===== config.mk =====
export PLATFORM = sky130hd
export DESIGN_NAME = score_keeper
export DESIGN_NICKNAME = d
export VERILOG_FILES = /design/src/rtl/score_keeper.sv
export SDC_FILE = /design/constraint.sdc
export NUM_CORES = 1
export LEC_CHECK = 0
export ABC_CLOCK_PERIOD_IN_PS = 3400
export CORE_UTILIZATION = 50
export CTS_CLUSTER_SIZE = 12
export DETAILED_ROUTE_END_ITERATION = 8
export PLACE_DENSITY = 0.8
export SYNTH_ARGS = -nofsm -noshare
export SYNTH_HDL_FRONTEND = slang
export SYNTH_SLANG_ARGS = --single-unit

===== constraint.sdc =====
create_clock -name clk -period 3.4 [get_ports clk]
set_clock_uncertainty 0.2 [all_clocks]
set_input_delay 0.68 -clock clk [delete_from_list [all_inputs] [get_ports clk]]
set_output_delay 0.68 -clock clk [all_outputs]
set_load 0.005 [all_outputs]

===== src/rtl/score_keeper.sv =====
// Rhythm-game score keeper: judges each beat and tracks score, combo and best combo.
// Build option: define SCORE_COMBO_MULT_EN to scale hit points with the pre-hit combo.
module score_keeper #(
    parameter int SCORE_W      = 16,
    parameter int COMBO_W      = 8,
    parameter int HIT_POINTS   = 10,
    parameter int MISS_PENALTY = 5
) (
    input  logic               clk,
    input  logic               resetn,
    input  logic               start,
    input  logic               song_end,
    input  logic               beat_tick,
    input  logic               increase_score,
    input  logic               decrease_score,
    output logic [SCORE_W-1:0] score,
    output logic [COMBO_W-1:0] combo,
    output logic [COMBO_W-1:0] max_combo,
    output logic               playing,
    output logic               game_over,
    output logic               hit_pulse,
    output logic               miss_pulse
);

    localparam int PW = SCORE_W + 3;
    localparam int SW = SCORE_W + 4;
    localparam logic [SCORE_W-1:0] SCORE_MAX = '1;
    localparam logic [COMBO_W-1:0] COMBO_MAX = '1;
    localparam logic [SCORE_W-1:0] PENALTY   = SCORE_W'(MISS_PENALTY);

    typedef enum logic [1:0] {
        ST_IDLE = 2'd0,
        ST_PLAY = 2'd1,
        ST_DONE = 2'd2
    } state_t;

    state_t             state_q;
    logic [SCORE_W-1:0] score_q;
    logic [COMBO_W-1:0] combo_q;
    logic [COMBO_W-1:0] max_combo_q;
    logic               playing_q;
    logic               game_over_q;
    logic               hit_pulse_q;
    logic               miss_pulse_q;

    logic [SCORE_W-1:0] score_hit_d;
    logic [SCORE_W-1:0] score_miss_d;
    logic [COMBO_W-1:0] combo_hit_d;
    logic [COMBO_W-1:0] max_combo_hit_d;
    logic [2:0]         mult;
    logic [PW-1:0]      hit_add;
    logic [SW-1:0]      hit_sum;
    logic               judge_hit;
    logic               judge_miss;

`ifdef SCORE_COMBO_MULT_EN
    logic [31:0] combo_ext;
    assign combo_ext = 32'(combo_q);

    always_comb begin
        mult = 3'd1;
        if (combo_ext >= 32'd30) mult = 3'd4;
        else                     mult = 3'(32'd1 + combo_ext / 32'd10);
    end
`else
    assign mult = 3'd1;
`endif

    // Sum is kept one nibble wider than the score so overflow is visible before clamping.
    assign hit_add         = PW'(HIT_POINTS) * PW'(mult);
    assign hit_sum         = SW'(score_q) + SW'(hit_add);
    assign score_hit_d     = (hit_sum > SW'(SCORE_MAX)) ? SCORE_MAX : hit_sum[SCORE_W-1:0];
    assign score_miss_d    = (score_q > PENALTY) ? (score_q - PENALTY) : '0;
    assign combo_hit_d     = (combo_q == COMBO_MAX) ? combo_q : (combo_q + COMBO_W'(1));
    assign max_combo_hit_d = (combo_hit_d > max_combo_q) ? combo_hit_d : max_combo_q;

    assign judge_hit  = beat_tick &  increase_score & ~decrease_score;
    assign judge_miss = beat_tick & ~increase_score &  decrease_score;

    always_ff @(posedge clk or negedge resetn) begin
        if (!resetn) begin
            state_q      <= ST_IDLE;
            score_q      <= '0;
            combo_q      <= '0;
            max_combo_q  <= '0;
            playing_q    <= 1'b0;
            game_over_q  <= 1'b0;
            hit_pulse_q  <= 1'b0;
            miss_pulse_q <= 1'b0;
        end else begin
            hit_pulse_q  <= 1'b0;
            miss_pulse_q <= 1'b0;
            if (start) begin
                // Start wins over song_end and any coincident beat in every state.
                state_q     <= ST_PLAY;
                score_q     <= '0;
                combo_q     <= '0;
                max_combo_q <= '0;
                playing_q   <= 1'b1;
                game_over_q <= 1'b0;
            end else if (state_q == ST_PLAY) begin
                if (judge_hit) begin
                    score_q     <= score_hit_d;
                    combo_q     <= combo_hit_d;
                    max_combo_q <= max_combo_hit_d;
                    hit_pulse_q <= 1'b1;
                end else if (judge_miss) begin
                    score_q      <= score_miss_d;
                    combo_q      <= '0;
                    miss_pulse_q <= 1'b1;
                end
                if (song_end) begin
                    state_q     <= ST_DONE;
                    playing_q   <= 1'b0;
                    game_over_q <= 1'b1;
                end
            end
        end
    end

    assign score      = score_q;
    assign combo      = combo_q;
    assign max_combo  = max_combo_q;
    assign playing    = playing_q;
    assign game_over  = game_over_q;
    assign hit_pulse  = hit_pulse_q;
    assign miss_pulse = miss_pulse_q;

endmodule


==> summary.txt <==
Placed design
  – Port buffer count: 42
  – Gpl congestion: 0.965
  – DP Wirelength: 5.68 mm
  – Placed insts: 453
  – Pre-CTS setup slack: -0.00407 ns

Logic synthesis
  – Post-synthesis simple-gate area fraction: 23.9%
  – Complex-gate fraction of the synthesized area: 26.2%
  – EDFF count, synth: 0
  – Mapped Area: 2870 um^2
  – Mapped Cells: 352
  – Main synth FF type: dfrtp_1
  – Post-synthesis sequential area ratio: 31.4%
  – Post-synthesis sequential element count: 36
  – XOR/XNOR share of the synthesized area: 4.59%
  – Mapped Avg Cell Area: 8.14 um^2
  – Fraction of registers with async set/reset: 100%
  – YS warnings: 0
  – Synthesized Nets: 372
  – Count of different cell masters after synthesis: 63
  – Post-synthesis mux area share: 1.44%
  – Largest family of logic cells by synthesized area: compound AO/OA/AOI/OAI gates
  – Adder-cell share of the synthesized area: 5.68%

Layout
  – Register area: 901 um^2
  – Post-Layout Cell Count: 461
  – Inserted Diodes: 0
  – Layout cells sized above 1: 10.0%
  – Area growth syn-to-layout: 22.1%
  – Commonest non-fill, non-tap cell in the layout: clkdlybuf4s50_1
  – Commonest non-fill, non-tap cells in the layout: 41 x clkdlybuf4s50_1, 36 x dfrtp_1, 28 x nand2_1
  – NumNets Final: 408
  – Area of the multi-input gates: 1800 um^2
  – Layout filler cell count: 470

Clock network
  – CTS H-Tree Depth: 2
  – CTS root buffer: clkbuf_8
  – CTS tree: yes
  – Clock sink count: 36
  – CTS Buf Count: 5
  – Post-CTS setup buffers: 0
  – Worst skew pair latency: 0.31 ns
  – CTS Buffer Depth: 2
  – Worst-path clk slew: 0.09 ns

Drt
  – DRC Markers: 0
  – Wirelength per Cell: 17.7 um
  – Post-Route WL: 8.17 mm
  – 1st-iter DRT viols: 349
  – DR vias/cell: 6.40
  – Initial DRT Pass Iterations: 5
  – Post-route antenna net violation count: 0
  – Vias: 2950

Worst hold path
  – Hold Path Class: in -> async

Timing
  – Worst setup margin: 0.170 ns
  – F_max: 310 MHz
  – Clock period minus worst slack: 3.23 ns
  – Setup Viol. Count Final: 0
  – Fin. max-slew vios: 0
  – Worst slew pin tran: 0.856 ns
  – RSZ-0062 raised after global routing: no
  – Hold Fails Final Rpt: 0
  – Final period util: 95.0%
  – Hold_ws: 0.270 ns
  – Post-route setup TNS: 0 ns
  – Max-Slew Margin vs Limit: 42.8%

Die
  – Die area: 6040 um^2
  – # rows: 27
  – Core Area: 5510 um^2
  – Top-Level Pins: 43
  – Initial Util: 52.0%
  – Die Ht: 77.7 um
  – Die X: 77.7 um

GRT
  – Initial antenna violation count: 0
  – Global route total overflow: 0
  – Global-route wire length before repair: 13.3 mm
  – Number of global-route vias before repair: 2727
  – Largest net degree at the start of global routing: 37
  – Tot GR Track Use: 28.2%

Pwr
  – Combinational power share: 40.6%
  – Pint: 957 uW
  – PD cells: 446 nW/um^2
  – Leakage: 0.00149 uW
  – Share of power burned in registers: 34.0%
  – Switching power: 602 uW
  – Max VDD drop: 249 uV
  – Clock power share: 25.4%
  – Switching share of power: 38.6%

Setup path
  – Critical Path RT: 3.40 ns
  – Crit start category: flip-flop
  – R2R cell count: 13
  – CP dominant cell by count: ha_1
  – Slowest-stage cell, CP: dfrtp_1
  – CP max stage delay: 0.43 ns
  – Critical path class: reg -> reg
  – Worst-path cell chain: ha_1 > and3_2 > nand3_2 > mux2i_2 > inv_1 > ha_1 > nor2b_1 > o21ai_0 > a21o_1 > a31oi_4 > a31oi_1 > buf_4 > a32o_1
  – Crit. End Element: flip-flop
  – WP data arrival: 3.23 ns
  – Maximum fanout along the worst path: 8

Run status
  – Status: completed

Run
  – Max-cap viol count: 0
==> worst max-delay path: cells and delay by family, from the launching register on <==
kind | cells | cell delay [ns]
AOI/OAI and AO/OA | 5 | 0.86
adders and majority gates | 2 | 0.53
buffers and inverters | 2 | 0.25
DFF | 1 | 0.43
muxes | 1 | 0.28
and+or+nand+nor | 3 | 0.55
==> layout make-up <==
cell class,count,share of cell area [%]
inverter,23,2.47
clock inverter,3,1.22
sequential,36,25.8
tap,72,2.58
clock buffer,5,1.97
timing repair buffer,54,14.4
multi-input combinational,268,51.6
==> cell families after synthesis <==
| logic type | after synthesis |
|---|---|
| and+or+nand+nor | 127 |
| AOI/OAI and AO/OA | 109 |
| buffers and inverters | 48 |
| DFF | 36 |
| xor gates and xnor gates | 15 |
| adders and majority gates | 13 |
| muxes | 4 |
==> through the flow <==
step	total power [uW]	utilization (%)	cell area [um^2]
floorplan	961	-	2870
global placement	1130	61.0	3360
CTS	1540	63.1	3480
finish	1560	63.5	3500
detailed placement	1140	61.0	3360
global route	1650	63.5	3500
==> what timing repair did <==
action	CTS	global route
endpoints found under the hold margin	0	0
setup endpoints to repair	3	8
resized for setup	1	5
hold buffers	0	0
==> flip-flops by register name (all words and copies together), names as in the netlist <==
signal	cells
combo	8
hit_pulse	1
max_combo	8
miss_pulse	1
score	16
state_q	2
==> metal layers <==
metal / routed length, um / track usage, %
met1: 3670 / 40.0
met2: 3620 / 41.3
met3: 674 / 6.00
met4: 210 / 11.7
met5: 0 / 0
==> power groups by stage <==
stage,Combinational [uW],Sequential [uW],Clock [uW]
6_report,632,530,396
2_1_floorplan,471,490,0
3_3_place_gp,597,534,0
3_5_place_dp,610,535,0
4_1_cts,616,527,400
5_1_grt,698,537,417
==> synthesized netlist by cell type, drive strengths merged (4+ instances only) <==
master | number | share of area (%)
and3 | 4 | 0.92
o2bb2ai | 6 | 1.8
nor2 | 23 | 3.1
buf | 8 | 1.6
nand4 | 7 | 1.5
o21ai | 28 | 4.9
clkbuf | 17 | 2.2
xor2 | 4 | 1.2
a211oi | 5 | 1.3
a211o | 4 | 1.2
nand2b | 6 | 1.6
nor2b | 5 | 1.1
ha | 13 | 5.7
a21oi | 16 | 2.8
a32o | 5 | 1.7
inv | 23 | 3.0
a31oi | 8 | 1.7
xnor2 | 11 | 3.4
nand2 | 28 | 3.7
o21a | 5 | 1.3
nor3 | 12 | 2.1
a21o | 11 | 2.9
nor4 | 4 | 1.1
or4 | 4 | 1.2
nand3 | 17 | 3.0
dfrtp | 36 | 31
==> final timing paths <==
kind,start,to,slack (ns)
setup / recovery,combo[1]$_DFFE_PN0P_,max_combo[3]$_DFFE_PN0P_,0.17
setup reg to reg,combo[1]$_DFFE_PN0P_,max_combo[3]$_DFFE_PN0P_,0.17
max in group asynchronous,resetn,state_q[0]$_DFFE_PN0P_,2.20
hold reg to reg,max_combo[6]$_DFFE_PN0P_,max_combo[6]$_DFFE_PN0P_,0.32
min in group clk,max_combo[6]$_DFFE_PN0P_,max_combo[6]$_DFFE_PN0P_,0.32
hold / removal,resetn,score[5]$_DFFE_PN0P_,0.27
Power figures use the tool's default switching activity.
==> variant 1: new RTL, same settings <==
Change the parameter `SCORE_W` from 16 to 12.
--- a/src/rtl/score_keeper.sv
+++ b/src/rtl/score_keeper.sv
@@ -1,7 +1,7 @@
 // Rhythm-game score keeper: judges each beat and tracks score, combo and best combo.
 // Build option: define SCORE_COMBO_MULT_EN to scale hit points with the pre-hit combo.
 module score_keeper #(
-    parameter int SCORE_W      = 16,
+    parameter int SCORE_W      = 12,
     parameter int COMBO_W      = 8,
     parameter int HIT_POINTS   = 10,
     parameter int MISS_PENALTY = 5
Ports: changed (resized score); port bits go from 43 to 39. The function was not compared with the original's and may differ.
==> variant 1 against the unedited design <==
  * Count of clock-buffer cells in the layout rose by 2
  * Final cell count fell by 24%
  * Design area fell by 18%
  * Setup slack improved by 33 ps
  * Wire length fell by 30%
  * Synthesized area fell by 19%
  * Via count fell by 26%
  * Non-clock buffer count fell by 4
  * Sequential cell count fell by 4
  * Sequential share of layout area rose by 2.1 points
  * Highest routed layer unchanged
Power is not compared: it rests on default switching activity, and its combinational part moved more than twofold at a synthesized area within 25%.
==> variant 1: results (changes against the unedited design) <==
| Metric | Value |
|---|---|
| Sequential area share after synthesis | `0.343 (+0.0289)` |
| Worst slew margin | `0.619 (+0.192)` |
| Layout cells sized above 1 | `0.0867 (-0.0136)` |
| Port Buffers | `38 (-9.5%)` |
| Routed length per instance | `16.3 µm (-8.2%)` |
| Vias in the first global route | `1,998 (-27%)` |
| Cell Area, Placed | `2780 µm² (-17%)` |
| Crit. Startpoint | `combo[0]` |
| CP Data Arrival Time | `3180 ps (-50 ps)` |
| Total GRT Usage | `0.243 (-0.0392)` |
| Status | `completed` |
| Final Wtd Congestion | `0.841 (-13%)` |
| Vias | `2,177 (-26%)` |
| Max reg flops | `12 (-4)` |
| Fillers | `353 (-25%)` |
| Depth of the worst register-to-register path | `11 (-2)` |
| Clock latency on the worst-skew pair | `280 ps (-30 ps)` |
| Pre-antenna DRT Iters | `4 (-1)` |
| Flop2flop setup slack | `200 ps (+30 ps)` |
| Number of DRC markers in iteration 0 | `201 (-42%)` |
| Synth Net Count | `282 (-24%)` |
| First-pass GRT wire length | `9.62 mm (-28%)` |
| CP endpoint | `max_combo[2]` |
| Area contributors post-synth | `dfrtp_1 (34%), ha_1 (7.0%), xnor2_1 (3.8%), o21ai_0 (3.4%), inv_1 (3.2%)` |
| Synth top cells by count | `dfrtp_1 (32), inv_1 (20), o21ai_0 (16)` |
| Largest net degree at the start of global routing | `33 (-11%)` |
| DPL Wire Length | `4.04 mm (-29%)` |
| Clock transition at path regs | `70 ps (-20 ps)` |
[variant 1: worst min-delay path by stage]
stage,to,slack (ps),cells after the start
floorplan,combo[0],180,0
detailed placement,state_q[0],360,1
global placement,combo[6],350,1
global route,max_combo[6],410,2
finish,state_q[0],370,1
CTS,max_combo[3],380,2
[variant 1: cell families after synthesis]
kind of cell    count (synthesis)  share of synthesized area
xor+xnor                       14                     0.0526
flops                          32                      0.343
compound gates                 90                      0.283
mux                             2                    0.00912
buf+inv                        40                     0.0703
simple gates                   71                      0.172
fa+ha+maj                      13                     0.0697
[variant 1: critical path, stage by stage (launching register included)]
cell and delay (ps):
dfrtp_1 440, ha_1 260, and3_1 260, nand3_1 140, mux2_2 380, ha_1 280
nor2b_1 130, o21a_1 150, o21ai_0 150, a21oi_1 110, o211a_1 320, o32ai_1 270
[variant 1: final cells by class]
cell class / count / area [µm²] / share of cell area
multi-input combinational: 190 / 1370 / 0.476
tap: 52 / 65.1 / 0.0226
inverter: 20 / 75.1 / 0.0261
clock inverter: 1 / 7.51 / 0.00261
clock buffer: 7 / 86.3 / 0.0301
timing repair buffer: 50 / 470 / 0.164
sequential: 32 / 801 / 0.279
[variant 1: per-stage QoR]
stage / worst slack, ps / cells / utilization
floorplan: 190 / 262 / -
global placement: 379 / 344 / 0.630
detailed placement: 261 / 344 / 0.630
CTS: 234 / 352 / 0.651
global route: 32.7 / 352 / 0.651
finish: 202 / 352 / 0.651
[variant 1: power by group through the flow]
stage | Clock [W] | Combinational [W] | Sequential, W
2_1_floorplan | 0 | 0.000147 | 0.000411
6_report | 0.000308 | 0.000211 | 0.000415
3_3_place_gp | 0 | 0.000204 | 0.000421
3_5_place_dp | 0 | 0.000208 | 0.000422
5_1_grt | 0.000329 | 0.000233 | 0.000418
4_1_cts | 0.000315 | 0.000210 | 0.000415
[variant 1: routing by layer]
layer,vias to the layer above,wire [µm],track usage
li1,1063,-,-
met1,1051,2890,0.360
met2,59,2530,0.368
met3,4,255,0.0404
met4,0,55,0.0600
met5,-,0,0
==> variant 2: new RTL, config.mk and constraints unchanged <==
Without the edit above. Make the reset (`resetn`) synchronous in one clocked block.
--- a/src/rtl/score_keeper.sv
+++ b/src/rtl/score_keeper.sv
@@ -77,7 +77,7 @@
     assign judge_hit  = beat_tick &  increase_score & ~decrease_score;
     assign judge_miss = beat_tick & ~increase_score &  decrease_score;
 
-    always_ff @(posedge clk or negedge resetn) begin
+    always_ff @(posedge clk) begin
         if (!resetn) begin
             state_q      <= ST_IDLE;
             score_q      <= '0;
Behaviour: differs if resetn is asserted again (counterexample within 4 cycles, from zero or initial values and one cycle with resetn low); with resetn held inactive, the same outputs for 4 cycles.
==> variant 2 against the unedited design <==
  * Design area fell by 9.3%
  * Synthesized area fell by 5.2%
  * First-iteration DRC count down 35%
  * Sequential cell count did not move
  * Setup slack improved by 39 ps
  * Critical path depth stayed put
  * Count of clock-buffer cells in the layout up 1
  * Wire length shrank 19%
  * Critical path type unchanged
Power is not compared: it rests on default switching activity, and its combinational part moved more than twofold at a synthesized area within 25%.
==> variant 2: results (changes against the unedited design) <==
| Metric | Value |
|---|---|
| Status | `completed` |
| Synth Net Count | `344 (-7.5%)` |
| Clock latency on the worst-skew pair | `290 ps (-20 ps)` |
| Pre-CTS setup slack | `69.8 ps (+73.9 ps)` |
| Synth top cells by count | `dfxtp_1 (36), nor2_1 (29), o21ai_0 (24)` |
| Sequential area share after synthesis | `0.265 (-0.0490)` |
| Largest net degree at the start of global routing | `22 (-41%)` |
| Count of cell types in the netlist | `66 (+4.8%)` |
| Final Wtd Congestion | `0.920 (-4.7%)` |
| Seq area share | `0.227 (-0.0303)` |
| Number of DRC markers in iteration 0 | `227 (-35%)` |
| Pre-antenna DRT Iters | `4 (-1)` |
| Multi-input combinational area share | `0.544 (+0.0286)` |
| Total GRT Usage | `0.240 (-0.0425)` |
| Critical Path Slowest Stage Cell | `dfxtp_1` |
| Mux contribution to synthesized area | `0.0419 (+0.0275)` |
| Post-synthesis adder-cell area fraction | `0.0599 (+0.00314)` |
| Hold path startpoint | `max_combo[2]` |
| VDD IR max | `0.000236 V` |
| Cell Area, Placed | `3060 µm² (-8.8%)` |
| Final clock-cell share | `0.0245 (-0.00737)` |
| DPL Wire Length | `4.71 mm (-17%)` |
| Total core area | `5170 µm² (-6.1%)` |
| Final std cells w/o fill | `434 (-5.9%)` |
| Crit. Startpoint | `combo[1]` |
| # nets final | `384 (-5.9%)` |
| Compound-Gate Fraction of Synth Area | `0.257 (-0.00489)` |
| Inverter count | `13 (-43%)` |
| Worst-path fanout max | `5 (-3)` |
| Multi-input gates | `254 (-5.2%)` |
| Sequential power share | `0.511` |
| Routed length per instance | `15.2 µm (-14%)` |
| Vias in the first global route | `2,230 (-18%)` |
| Seq cells | `36 (unchanged)` |
| Post-Syn Area per Cell | `8.38 µm² (+2.9%)` |
| Worst hold-check path type | `reg -> reg` |
| Clk_buf instances | `6 (+1)` |
| DR vias/cell | `6.02 (-5.9%)` |
| Cells after DPL | `424 (-6.4%)` |
| Logic pwr share | `0.147` |
| Non-clock buffer share | `0.161 (+0.0165)` |
| Area of the multi-input gates | `1730 µm² (-4.3%)` |
| First-pass GRT wire length | `10.5 mm (-21%)` |
| Post-Synth XOR/XNOR Area | `0.0355 (-0.0104)` |
| Layout cells sized above 1 | `0.102 (+0.00139)` |
| CP Data Arrival Time | `3170 ps (-60 ps)` |
| Async SR Flop Fraction | `0 (-1.00)` |
| Area contributors post-synth | `dfxtp_1 (27%), ha_1 (6.0%), clkbuf_8 (4.6%), o21ai_0 (4.4%), nor2_1 (4.0%)` |
| Fillers | `437 (-7.0%)` |
| Worst-margin pin slew | `607 ps (-249 ps)` |
| Clock transition at path regs | `70 ps (-20 ps)` |
| Most used DFF post-synth | `dfxtp_1` |
| CP max stage delay | `380 ps (-50 ps)` |
==> variant 2: cell types whose count changed after synthesis, moves of 7 or more <==
cell,before,now
nand2_1,28,17
nor2_1,22,29
inv_1,23,13
clkbuf_8,0,9
a21o_1,10,2
dfxtp_1,0,36
nand3_1,17,10
dfrtp_1,36,0
clkbuf_1,17,4
==> variant 2: layer usage <==
layer,global-route usage,up-vias,share of wire
li1,-,1285,-
met1,0.320,1242,0.45
met2,0.392,77,0.48
met3,0.0410,9,0.049
met4,0.0844,0,0.014
met5,0,-,0
==> variant 2: final timing paths <==
check             slack [ps]  cells past startpoint      endpoint
hold reg to reg          340                      2  max_combo[2]
setup / recovery         210                     13  max_combo[4]
hold / removal           340                      2  max_combo[2]
setup reg to reg         210                     13  max_combo[4]
==> variant 2: timing repair <==
item,CTS,global route
setup buffers,0,3
gates resized for setup,0,2
setup endpoints to repair,0,8
